[config.mk]
export PLATFORM = sky130hd
export DESIGN_NAME = geo_cmd_feeder
export DESIGN_NICKNAME = d
export VERILOG_FILES = /design/src/rtl/geo_pkg.sv /design/src/rtl/geo_cmd_fifo_ram.sv /design/src/rtl/geo_cmd_feeder.sv
export SDC_FILE = /design/constraint.sdc
export NUM_CORES = 1
export LEC_CHECK = 0
export BUFFER_PORTS_ARGS = -buffer_cell sky130_fd_sc_hd__buf_2
export CAP_MARGIN = 20
export CORE_MARGIN = 5
export CORE_UTILIZATION = 65
export DETAILED_ROUTE_END_ITERATION = 8
export PLACE_DENSITY = 0.83
export RECOVER_POWER = 50
export SYNTH_ARGS = -nofsm -noshare
export SYNTH_HDL_FRONTEND = slang
export SYNTH_SLANG_ARGS = --single-unit
[constraint.sdc]
create_clock -name clk -period 10.4 [get_ports clk]
set_input_delay 1.56 -clock clk [delete_from_list [all_inputs] [get_ports clk]]
set_output_delay 1.56 -clock clk [all_outputs]
set_load 0.05 [all_outputs]
[src/rtl/geo_pkg.sv]
// Shared types and constants for the geometry command feeder.
package geo_pkg;

    localparam int GEO_CMD_W = 16;

    // Drain FSM: IDLE waits for data and a free consumer, ISSUE presents one
    // word, HOLD gives the consumer one clock to raise its busy flag.
    typedef enum logic [1:0] {
        IDLE  = 2'd0,
        ISSUE = 2'd1,
        HOLD  = 2'd2
    } drain_state_t;

endpackage

[src/rtl/geo_cmd_fifo_ram.sv]
// Dual-port command storage with a registered read port (block-RAM style).
// The read register is only loaded when rd_en is high. It therefore doubles
// as the stable command output register of the feeder.
module geo_cmd_fifo_ram
    import geo_pkg::*;
#(
    parameter int DEPTH  = 16,
    parameter int ADDR_W = 4
) (
    input  logic                 clk,
    input  logic                 reset,
    input  logic                 wr_en,
    input  logic [ADDR_W-1:0]    wr_addr,
    input  logic [GEO_CMD_W-1:0] wr_data,
    input  logic                 rd_en,
    input  logic [ADDR_W-1:0]    rd_addr,
    output logic [GEO_CMD_W-1:0] rd_data
);

    logic [GEO_CMD_W-1:0] mem [DEPTH];

    // Write port.
    // NOTE: the array has no reset so it can map onto block RAM; stale words
    // are unreachable because the feeder resets its pointers instead.
    always_ff @(posedge clk) begin
        // NOTE: sequential state always uses <= so every register samples
        // pre-edge values, independent of block ordering.
        if (wr_en) begin
            mem[wr_addr] <= wr_data;
        end
    end

    // Registered read port; holds its value between reads, cleared on reset.
    always_ff @(posedge clk) begin
        if (reset) begin
            rd_data <= '0;
        end else if (rd_en) begin
            rd_data <= mem[rd_addr];
        end
    end

endmodule

[src/rtl/geo_cmd_feeder.sv]
// Z80-facing command FIFO feeding the geometry processor.
// Two byte-wide port writes build one 16-bit word (high byte latched first,
// low byte commits). A three-state drain FSM hands one word per strobe to the
// geometry processor, honouring its busy flag.
module geo_cmd_feeder
    import geo_pkg::*;
#(
    parameter int FIFO_DEPTH = 16,
    parameter int LVL_W      = 5
) (
    input  logic                 clk,
    input  logic                 reset,
    input  logic                 wr_hi_stb,
    input  logic                 wr_lo_stb,
    input  logic [7:0]           bus_data,
    input  logic                 geo_busy,
    input  logic                 ovf_clr,
    output logic [GEO_CMD_W-1:0] fifo_cmd_in,
    output logic                 fifo_cmd_ready,
    output logic [LVL_W-1:0]     level,
    output logic                 full,
    output logic                 overflow
);

    localparam int ADDR_W = LVL_W - 1;

    drain_state_t     state;
    logic [7:0]       hi_latch;
    logic [LVL_W-1:0] wr_cnt;
    logic [LVL_W-1:0] rd_cnt;
    logic             push;
    logic             pop;
    logic             drop;
    logic             issue_go;

    // Occupancy is the difference of free-running counts one bit wider than
    // the address, so full and empty are distinguishable.
    assign level = wr_cnt - rd_cnt;
    assign full  = (level == LVL_W'(FIFO_DEPTH));

    // Push/pop/drop decisions; a pop in ISSUE frees a slot for a same-clock push.
    always_comb begin
        // NOTE: every always_comb output gets a default first so no path
        // leaves it unassigned, which would infer a latch.
        push     = 1'b0;
        drop     = 1'b0;
        pop      = (state == ISSUE);
        issue_go = (state == IDLE) && (level != '0) && !geo_busy;
        if (wr_lo_stb) begin
            if (!full || pop) begin
                push = 1'b1;
            end else begin
                drop = 1'b1;
            end
        end
    end

    // High-byte latch; a same-clock commit still sees the previous value.
    always_ff @(posedge clk) begin
        if (reset) begin
            hi_latch <= 8'h00;
        end else if (wr_hi_stb) begin
            hi_latch <= bus_data;
        end
    end

    // Write and read counters; their low bits are the RAM pointers.
    always_ff @(posedge clk) begin
        if (reset) begin
            wr_cnt <= '0;
            rd_cnt <= '0;
        end else begin
            if (push) begin
                wr_cnt <= wr_cnt + LVL_W'(1);
            end
            if (pop) begin
                rd_cnt <= rd_cnt + LVL_W'(1);
            end
        end
    end

    // Sticky overflow; a dropped commit beats a simultaneous clear.
    always_ff @(posedge clk) begin
        if (reset) begin
            overflow <= 1'b0;
        end else if (drop) begin
            overflow <= 1'b1;
        end else if (ovf_clr) begin
            overflow <= 1'b0;
        end
    end

    // Drain FSM with registered strobe: IDLE -> ISSUE -> HOLD -> IDLE.
    always_ff @(posedge clk) begin
        if (reset) begin
            state          <= IDLE;
            fifo_cmd_ready <= 1'b0;
        end else begin
            case (state)
                IDLE: begin
                    if (issue_go) begin
                        state          <= ISSUE;
                        fifo_cmd_ready <= 1'b1;
                    end else begin
                        fifo_cmd_ready <= 1'b0;
                    end
                end
                ISSUE: begin
                    state          <= HOLD;
                    fifo_cmd_ready <= 1'b0;
                end
                HOLD: begin
                    state          <= IDLE;
                    fifo_cmd_ready <= 1'b0;
                end
                default: begin
                    state          <= IDLE;
                    fifo_cmd_ready <= 1'b0;
                end
            endcase
        end
    end

    // The head word is read on the IDLE->ISSUE edge. The RAM read register is
    // then the command output and stays stable until the next issue.
    geo_cmd_fifo_ram #(
        .DEPTH  (FIFO_DEPTH),
        .ADDR_W (ADDR_W)
    ) u_ram (
        .clk     (clk),
        .reset   (reset),
        .wr_en   (push && !reset),
        .wr_addr (wr_cnt[ADDR_W-1:0]),
        .wr_data ({hi_latch, bus_data}),
        .rd_en   (issue_go),
        .rd_addr (rd_cnt[ADDR_W-1:0]),
        .rd_data (fifo_cmd_in)
    );

endmodule

After elaboration in Yosys (flattened, before gate mapping)
Memories as Yosys holds them, arrays and structs flattened. A register that Yosys moved wholly into a read port is not among the register bits.
Index checks and enable logic that the tools add are counted.
{ "classes": {"reduce_logical": 11, "bitwise": 1, "add_sub_neg": 3, "n_mux": 11, "eq_ne": 3} }
{ "op_table": {"columns": ["cell", "count"], "rows": [
  ["adder 5 x 1 -> 5 bit (second input constant)", 2],
  ["2-to-1 mux 1 bit", 9],
  ["== test 5 bit (second input constant)", 1],
  ["nonzero test 5 bit", 1],
  ["subtractor 5 bit", 1],
  ["case mux 2 bit (2 select lines)", 1],
  ["logical AND 1 bit", 3],
  ["zero test 1 bit", 3],
  ["== test 2 x 1 -> 1 bit (second input constant)", 1],
  ["zero test 2 bit", 1],
  ["2-to-1 mux 2 bit", 1],
  ["!= test 2 bit (second input constant)", 1],
  ["nonzero test 2 bit", 1],
  ["OR reduction 2 bit", 1],
  ["logical OR 1 bit", 1],
  ["inverter 1 bit", 1]
]} }
{ "totals": {"mem_bits_rw": 256, "out_inout_bits": 24, "reg_bits": 22, "inputBits": 14, "n_memories": 1} }
{ "memory_table": {"columns": ["memory", "words", "width", "rd", "rd_clocked_by_memory_dff", "write_ports", "line", "rtl"], "rows": [
  ["u_ram.mem", 16, 16, 1, 1, 1, "geo_cmd_fifo_ram.sv:20", "logic [GEO_CMD_W-1:0] mem [DEPTH];"]
]} }

Logic depth before layout (Yosys ltp)
Gate-level depths: netlist of run 1.
{ "logic_depth": {"ltp_word": 9, "mapped_depth": 11} }

Cells and area by module
From an unflattened synthesis of run 1, not the netlist that was laid out.
{ "unflattened": {"cells_unflattened": 727, "hier_area_um2": 11683.7} }
{ "by_module_without_submodules": {"columns": ["module", "instances", "cells_each", "area_per_inst_um2", "seq_area_each_um2"], "rows": [
  ["geo_cmd_fifo_ram", 1, 606, 10545.1, 8007.7],
  ["geo_cmd_feeder", 1, 121, 1138.6, 440.4]
]} }

Least setup slack after synthesis of run 1
Ideal clock, no wire load.
{ "synth_path": {"path_type": "register to output", "start": "register rd_cnt[1]", "end": "output full", "stages_incl_launch_ff": 9, "arrival_ns": 3.331, "slack_ns": 5.509, "path_buffers": 2, "required_ns": 8.840, "path_cell_list": "dfxtp_1 buf_2 buf_2 inv_1 fa_1 nand3b_1 a211oi_2 nor2_4 nor3_1"} }
{ "synth_between": {"elab_chain_cells": 2} }
{ "synth_rtl": {"columns": ["item", "line", "rtl"], "rows": [
  ["from (decl)", "geo_cmd_feeder.sv:30", "logic [LVL_W-1:0] rd_cnt;"],
  ["from (signal assigned)", "geo_cmd_feeder.sv:77", "rd_cnt <= rd_cnt + LVL_W'(1);"],
  ["subtractor 5 bit", "geo_cmd_feeder.sv:38", "assign level = wr_cnt - rd_cnt;"],
  ["via level[1]", "geo_cmd_feeder.sv:20", "output logic [LVL_W-1:0] level,"],
  ["== test 5 bit", "geo_cmd_feeder.sv:39", "assign full = (level == LVL_W'(FIFO_DEPTH));"],
  ["to (decl)", "geo_cmd_feeder.sv:21", "output logic full,"]
]} }
The timed path passes the listed nets, and every way through them passes these cells.

Worst setup path in the final report of run 1
{ "layout_path": {"start": "register rd_cnt[0]", "end": "output full"} }
{ "layout_between": {"elab_chain_cells": 2} }
{ "layout_rtl": {"columns": ["item", "line"], "rows": [
  ["subtractor 5 bit", "geo_cmd_feeder.sv:38"],
  ["== test 5 bit", "geo_cmd_feeder.sv:39"]
]} }
No other way between the ends.

==> flow_metrics.env, run 1 <==
export IMPL_status="finished, violations left"
export IMPL_violations="capacitance limit, slew limit"
export IMPL_start_kind="flop"
export IMPL_tns_ns=0
export IMPL_final_hold_violation_count=0
export IMPL_holdWs_ns=0.4722
export IMPL_synthesis_area_sq_um=11570
export IMPL_fin_util_pct=74.82
export IMPL_max_freq_mhz=207.4
export IMPL_die_w_microns=143.4
export IMPL_slew_headroom_pct=-50.80
export IMPL_clock_sinks=294
export IMPL_setup_violations=0
export IMPL_dp_slack_ns=6.148
export IMPL_finalWirelength_microns=27100
export IMPL_antenna_left=0
export IMPL_layout_nets=697
export IMPL_cts_tree="yes"
export IMPL_synth_nets=644
export IMPL_cts_setup_buffers=0
export IMPL_synth_most_common_cell="edfxtp_1"
export IMPL_placedCellCount=868
export IMPL_dr_total_vias=6477
export IMPL_postCtsHoldBufs=0
export IMPL_synth_edf_count=256
export IMPL_wire_per_inst_microns=29.49
export IMPL_firstDrtPassIters=5
export IMPL_grt_pass1_vias=6527
export IMPL_cp_required_ns=8.84
export IMPL_setup_ws_ns=5.579
export IMPL_clk_pin_slew_ns=0.06
export IMPL_fin_crit_sh_pct=46.35
export IMPL_syn_inst=620
export IMPL_fin_skew_ns=0.01937
export IMPL_instances_no_fill=919
export IMPL_powerDensity_nw_per_um2=231.6
export IMPL_die_h_microns=143.4
export IMPL_yosysWarnings=0
export IMPL_cp_max_fo=24
export IMPL_via_per_inst=7.048
export IMPL_ys_ff_latch=294
export IMPL_max_stage_delay_ns=0.67
export IMPL_drtIter0Drc=755
export IMPL_design_area_sq_um=12990
export IMPL_core_area_sq_um=17360
export IMPL_r2r_setup_slack_ns=6.48
export IMPL_critPathBufInv=3
export IMPL_dieArea_sq_um=20570
export IMPL_htreeDepth=1
export IMPL_grt_total_usage_pct=27.08
export IMPL_period_needed_ns=4.821
export IMPL_synth_top_area_share_pct=66.44
export IMPL_power_leakage_nw=4.160
export IMPL_antenna_found_initial=1
export IMPL_drc=0
export IMPL_crit_type="flop to output pin"
export IMPL_yosysSeqAreaShare_pct=73.01
export IMPL_cap_violations=1
export IMPL_critPathSlowestCell="dfxtp_4"
export IMPL_synth_ff_type="edfxtp_1"
export IMPL_syn_area_per_cell_sq_um=18.66
export IMPL_clock_path_buffers=3
export IMPL_rsz0062_at_grt="no"
export IMPL_syn_to_final_growth_pct=12.23
export IMPL_grt_max_degree=68
export IMPL_cts_root_buf="clkbuf_16"
export IMPL_rows=48
export IMPL_clk_latency_ns=0.55
export IMPL_place_area_sq_um=12120
export IMPL_synthArstFlopShare_pct=0
export IMPL_io_pins=38
export IMPL_cts_buffers=28
export IMPL_synth_area_leaders="edfxtp_1, mux4_2, dfxtp_1, a22oi_1, nand3_1"
export IMPL_slew_viol_final=46
export IMPL_min_path_type="flop to flop"
export IMPL_synth_cell_types=49
export IMPL_worst_pin_slew_ns=2.262
export IMPL_cp_cell_sequence="ha_1, inv_1, fa_1, xnor2_2, inv_2, a211oi_2, nor2_4, nor3_1, buf_2"
export IMPL_cp_end_kind="output pin"
export IMPL_n_antenna_cell=0
export IMPL_grt_pass1_wl_microns=40580
export IMPL_yosysTopAreaCell="edfxtp_1"
export IMPL_synth_common_cells="edfxtp_1, mux4_2, dfxtp_1"
export IMPL_grt_overflow=0
export IMPL_layout_drive_gt1_share_pct=24.93
export IMPL_ir_drop_v=0.0003240
export IMPL_arrival_ns=3.26
export IMPL_dp_hpwl_microns=14340
export IMPL_ctsResizeCount=0
export IMPL_p_total_mw=3.007
export IMPL_start_util_pct=66.67
export IMPL_gp_congestion=0.9227
export IMPL_port_buffers=37
export IMPL_crit_family="adder cells"
==> routing by layer <==
| layer | GRT usage (%) | up-vias | wire [microns] |
|---|---|---|---|
| li1 | - | 2619 | - |
| met1 | 37.16 | 3338 | 9734 |
| met4 | 9.663 | 2 | 992 |
| met5 | 0 | - | 13 |
| met2 | 43.39 | 441 | 13400 |
| met3 | 6.556 | 77 | 2957 |
==> worst paths after layout <==
check | from | end | depth (start not counted)
worst max register to register | rd_cnt[0] | u_ram.mem[8][11] | 9
worst min register to register | overflow | overflow | 2
worst max-delay path | rd_cnt[0] | full | 9
worst min-delay path | overflow | overflow | 2
==> layout make-up <==
class	count	area (sq um)
Tap cell	225	281.5
Sequential cell	294	8453
Inverter	10	37.54
Clock buffer	40	807.0
Timing Repair Buffer	58	310.3
Fill cell	944	4370
Clock inverter	11	90.09
Multi-Input combinational cell	281	3007
==> cell families after synthesis <==
kind of cell    after synthesis  synth area share (%)
fa+ha+maj                    10                 1.146
xor+xnor                      7                0.6597
simple gates                105                 4.693
flops                       294                 73.01
mux                          75                 13.47
compound gates               84                 5.125
buf+inv                      45                 1.892
==> flip-flops by register name (all words and copies together) (netlist names) <==
name            flops
state               2
rd_cnt              5
hi_latch            8
u_ram.mem         256
u_ram.rd_data      16
fifo_cmd_ready      1
wr_cnt              5
overflow            1
==> power by group <==
group | leakage (nW) | switching, mW | total, mW | internal [mW]
clock network | 0.442 | 0.422 | 0.987 | 0.565
registers | 2.64 | 0.0514 | 1.38 | 1.33
logic | 1.08 | 0.427 | 0.641 | 0.214
==> tightest hold or removal path, stage by stage, from the launching register on <==
cell and delay, ns:
dfxtp_1 0.31, nand2b_1 0.06, a21oi_1 0.05
==> layout by cell type, fill, tap and decap left out, types with 6 or more instances in the layout <==
cell / netlist / routed
a21oi_1: 22 / 22
a22oi_1: 32 / 32
buf_2: 7 / 11
buf_4: 5 / 21
clkbuf_1: 19 / 33
clkbuf_16: 0 / 29
dfxtp_1: 38 / 36
edfxtp_1: 256 / 256
ha_1: 9 / 9
inv_1: 9 / 9
mux2i_1: 8 / 8
mux4_2: 64 / 64
nand2_1: 21 / 21
nand2b_1: 6 / 6
nand3_1: 24 / 24
nor2_1: 19 / 18
nor4_2: 0 / 8
o21ai_0: 11 / 11
(Power assumes the default switching activity.)
==> run 2: changes to the inputs <==
Settings changed: ABC_AREA from default to 1, CORE_UTILIZATION 65 to 56, PLACE_DENSITY 0.83 to 0.76.
Clock period 10.4 ns to 4.04 ns, I/O delays scaled along.
==> run 2 against run 1 <==
Against the previous run:
- the flow still finishes with violations (capacitance limit, slew limit)
- routed wire length rose by 4.1%
- count of clock-buffer cells in the layout rose by 3
- cell area rose by 4.7%
- worst setup slack got worse by 4.9 ns
- clock skew rose by 0.0046 ns
- power rose to 2.6 times the previous value
- sequential share of layout area fell by 2.9 points
==> flow_metrics.env, run 2 <==
export IMPL_status="finished, violations left"
export IMPL_violations="capacitance limit, slew limit"
export IMPL_io_pins=38
export IMPL_synth_cell_types=36
export IMPL_synth_ff_type="edfxtp_1"
export IMPL_rows=53
export IMPL_yosys_area_share_simple_pct=14.51
export IMPL_cp_cell_sequence="buf_4, clkbuf_2, o21ai_0, o21ai_0, nand2_1, nand2_1, inv_1, nand2_1, nor2_1, nor2_1"
export IMPL_synth_common_cells="nor2_1, edfxtp_1, o21ai_0"
export IMPL_p_total_mw=7.750
export IMPL_ctsResizeCount=0
export IMPL_powerDensity_nw_per_um2=569.8
export IMPL_core_area_sq_um=21220
export IMPL_ir_drop_v=0.0003352
export IMPL_largest_register="u_ram.mem"
export IMPL_postCtsHoldBufs=0
export IMPL_dp_hpwl_microns=17350
export IMPL_crit_family="buffers and inverters"
export IMPL_rsz0062_at_grt="no"
export IMPL_yosys_area_share_adder_pct=1.092
export IMPL_start_kind="flop"
export IMPL_cts_tree="yes"
export IMPL_yosysSeqAreaShare_pct=69.54
export IMPL_crit_cells=10
export IMPL_gp_congestion=0.9282
export IMPL_die_h_microns=157.3
export IMPL_layout_nets=1132
export IMPL_r2r_setup_slack_ns=0.65
export IMPL_grt_pass1_vias=7551
export IMPL_fin_skew_ns=0.02398
export IMPL_worst_pin_slew_ns=1.683
export IMPL_clock_sinks=294
export IMPL_holdWs_ns=0.3571
export IMPL_syn_area_per_cell_sq_um=11.28
export IMPL_via_per_inst=5.761
export IMPL_max_stage_delay_ns=1.30
export IMPL_slew_viol_final=87
export IMPL_crit_type="flop to flop"
export IMPL_slew_headroom_pct=-12.18
export IMPL_wire_per_inst_microns=20.04
export IMPL_setup_violations=0
export IMPL_cts_setup_buffers=0
export IMPL_n_antenna_cell=0
export IMPL_yosysTopAreaCell="edfxtp_1"
export IMPL_setup_worst_path_end="u_ram.rd_data[9]"
export IMPL_cp_end_kind="flop"
export IMPL_layout_drive_gt1_share_pct=10.51
export IMPL_antenna_found_initial=0
export IMPL_start_util_pct=57.25
export IMPL_cts_buffers=30
export IMPL_power_leakage_nw=4.845
export IMPL_ys_ff_latch=294
export IMPL_antenna_left=0
export IMPL_synth_edf_count=256
export IMPL_timing_rr_start="rd_cnt[0]"
export IMPL_firstDrtPassIters=6
export IMPL_startpoint="rd_cnt[0]"
export IMPL_synth_top_area_share_pct=63.28
export IMPL_yosysWarnings=0
export IMPL_min_path_type="primary input to flop"
export IMPL_final_hold_violation_count=0
export IMPL_synth_nets=1101
export IMPL_cts_root_buf="clkbuf_16"
export IMPL_dp_slack_ns=0.9283
export IMPL_fin_crit_sh_pct=83.98
export IMPL_critPathBufInv=3
export IMPL_port_buffers=37
export IMPL_synthArstFlopShare_pct=0
export IMPL_fin_util_pct=64.09
export IMPL_synth_top_family_by_area="simple AND/OR/NAND/NOR gates"
export IMPL_max_freq_mhz=294.7
export IMPL_grt_overflow=0
export IMPL_grt_max_degree=87
export IMPL_clk_latency_ns=0.56
export IMPL_dieArea_sq_um=24740
export IMPL_cp_max_fo=86
export IMPL_setup_ws_ns=0.6473
export IMPL_period_needed_ns=3.393
export IMPL_finalWirelength_microns=28200
export IMPL_synthesis_area_sq_um=12150
export IMPL_syn_inst=1077
export IMPL_final_cell_mix="nor2_1, edfxtp_1, o21ai_0"
export IMPL_worst_path_most_repeated_cell="nand2_1"
export IMPL_rr_worst_depth=10
export IMPL_tns_ns=0
export IMPL_drc=0
export IMPL_clock_path_buffers=3
export IMPL_reg2reg_to="u_ram.rd_data[9]"
export IMPL_grt_pass1_wl_microns=43300
export IMPL_critPathSlowestCell="clkbuf_2"
export IMPL_synth_most_common_cell="nor2_1"
export IMPL_synth_xor_area_share_pct=0.3502
export IMPL_synth_compound_area_share_pct=9.702
export IMPL_synth_area_leaders="edfxtp_1, nor2_1, dfxtp_1, o21ai_0, nand2_1"
export IMPL_grt_total_usage_pct=22.83
export IMPL_synth_mux_area_share_pct=0
export IMPL_htreeDepth=1
export IMPL_clk_pin_slew_ns=0.07
export IMPL_dr_total_vias=8106
export IMPL_biggestRegsByFlops="u_ram.mem: 256 flops, u_ram.rd_data: 16 flops, hi_latch: 8 flops"
export IMPL_largest_reg_flops=256
export IMPL_mostFrequentLayoutCell="nor2_1"
export IMPL_arrival_ns=3.87
export IMPL_drtIter0Drc=1088
export IMPL_cp_required_ns=4.52
export IMPL_die_w_microns=157.3
export IMPL_syn_to_final_growth_pct=11.96
export IMPL_cap_violations=1
-- run 2: changes by cell type in the layout (fill, tap and decap cells not counted), sizes merged, moves of 7 or more --
cell,before,now
nor2,20,268
o21ai,17,171
nand2,21,128
mux4,64,0
inv,11,57
a22oi,33,0
o211ai,2,32
a21oi,24,9
mux2i,8,0
nor4,8,1
-- run 2: layer usage --
metal / GRT usage [%] / up-vias / part of all wire (%)
met5: 0 / - / 0
met4: 6.800 / 0 / 3.0
met3: 3.877 / 54 / 9.7
met2: 33.89 / 417 / 45
met1: 35.02 / 3864 / 43
li1: - / 3771 / -
-- run 2: how the worst min path moves through the flow --
stage               slack (ns)   endpoint  startpoint  cells past startpoint
floorplan                 0.44  rd_cnt[4]   rd_cnt[4]                      1
global placement          0.46  rd_cnt[4]   rd_cnt[4]                      1
detailed placement        0.47  rd_cnt[4]   rd_cnt[4]                      1
CTS                       0.33  wr_cnt[3]       reset                      2
global route              0.37  wr_cnt[3]       reset                      2
finish                    0.36  wr_cnt[4]       reset                      2
-- run 2: layout make-up --
cell class	count	area (sq um)
sequential	294	8456
fill	1575	7620
multi-input combinational	665	3164
clock buffer	43	899.6
tap	275	344.1
timing repair buffer	57	299.0
inverter	60	226.5
clock inverter	13	211.5
-- run 2: per-stage QoR --
step	area (sq um)	instances
floorplan	12150	1077
global placement	12510	1349
detailed placement	12530	1351
CTS	13640	1407
global route	13600	1407
finish	13600	1407
-- run 2: cells by family (layout without fill, tap and decap cells) --
| logic type | after synthesis | count (layout) |
|---|---|---|
| simple gates | 438 | 438 |
| flops | 294 | 294 |
| compound gates | 213 | 213 |
| buf+inv | 118 | 173 |
| fa+ha+maj | 10 | 10 |
| xor+xnor | 4 | 4 |
-- run 2: power breakdown --
part	internal [mW]	switching [mW]	leakage (nW)
Combinational	0.318	0.955	1.67
Sequential	3.40	0.0732	2.64
Clock	1.87	1.14	0.535
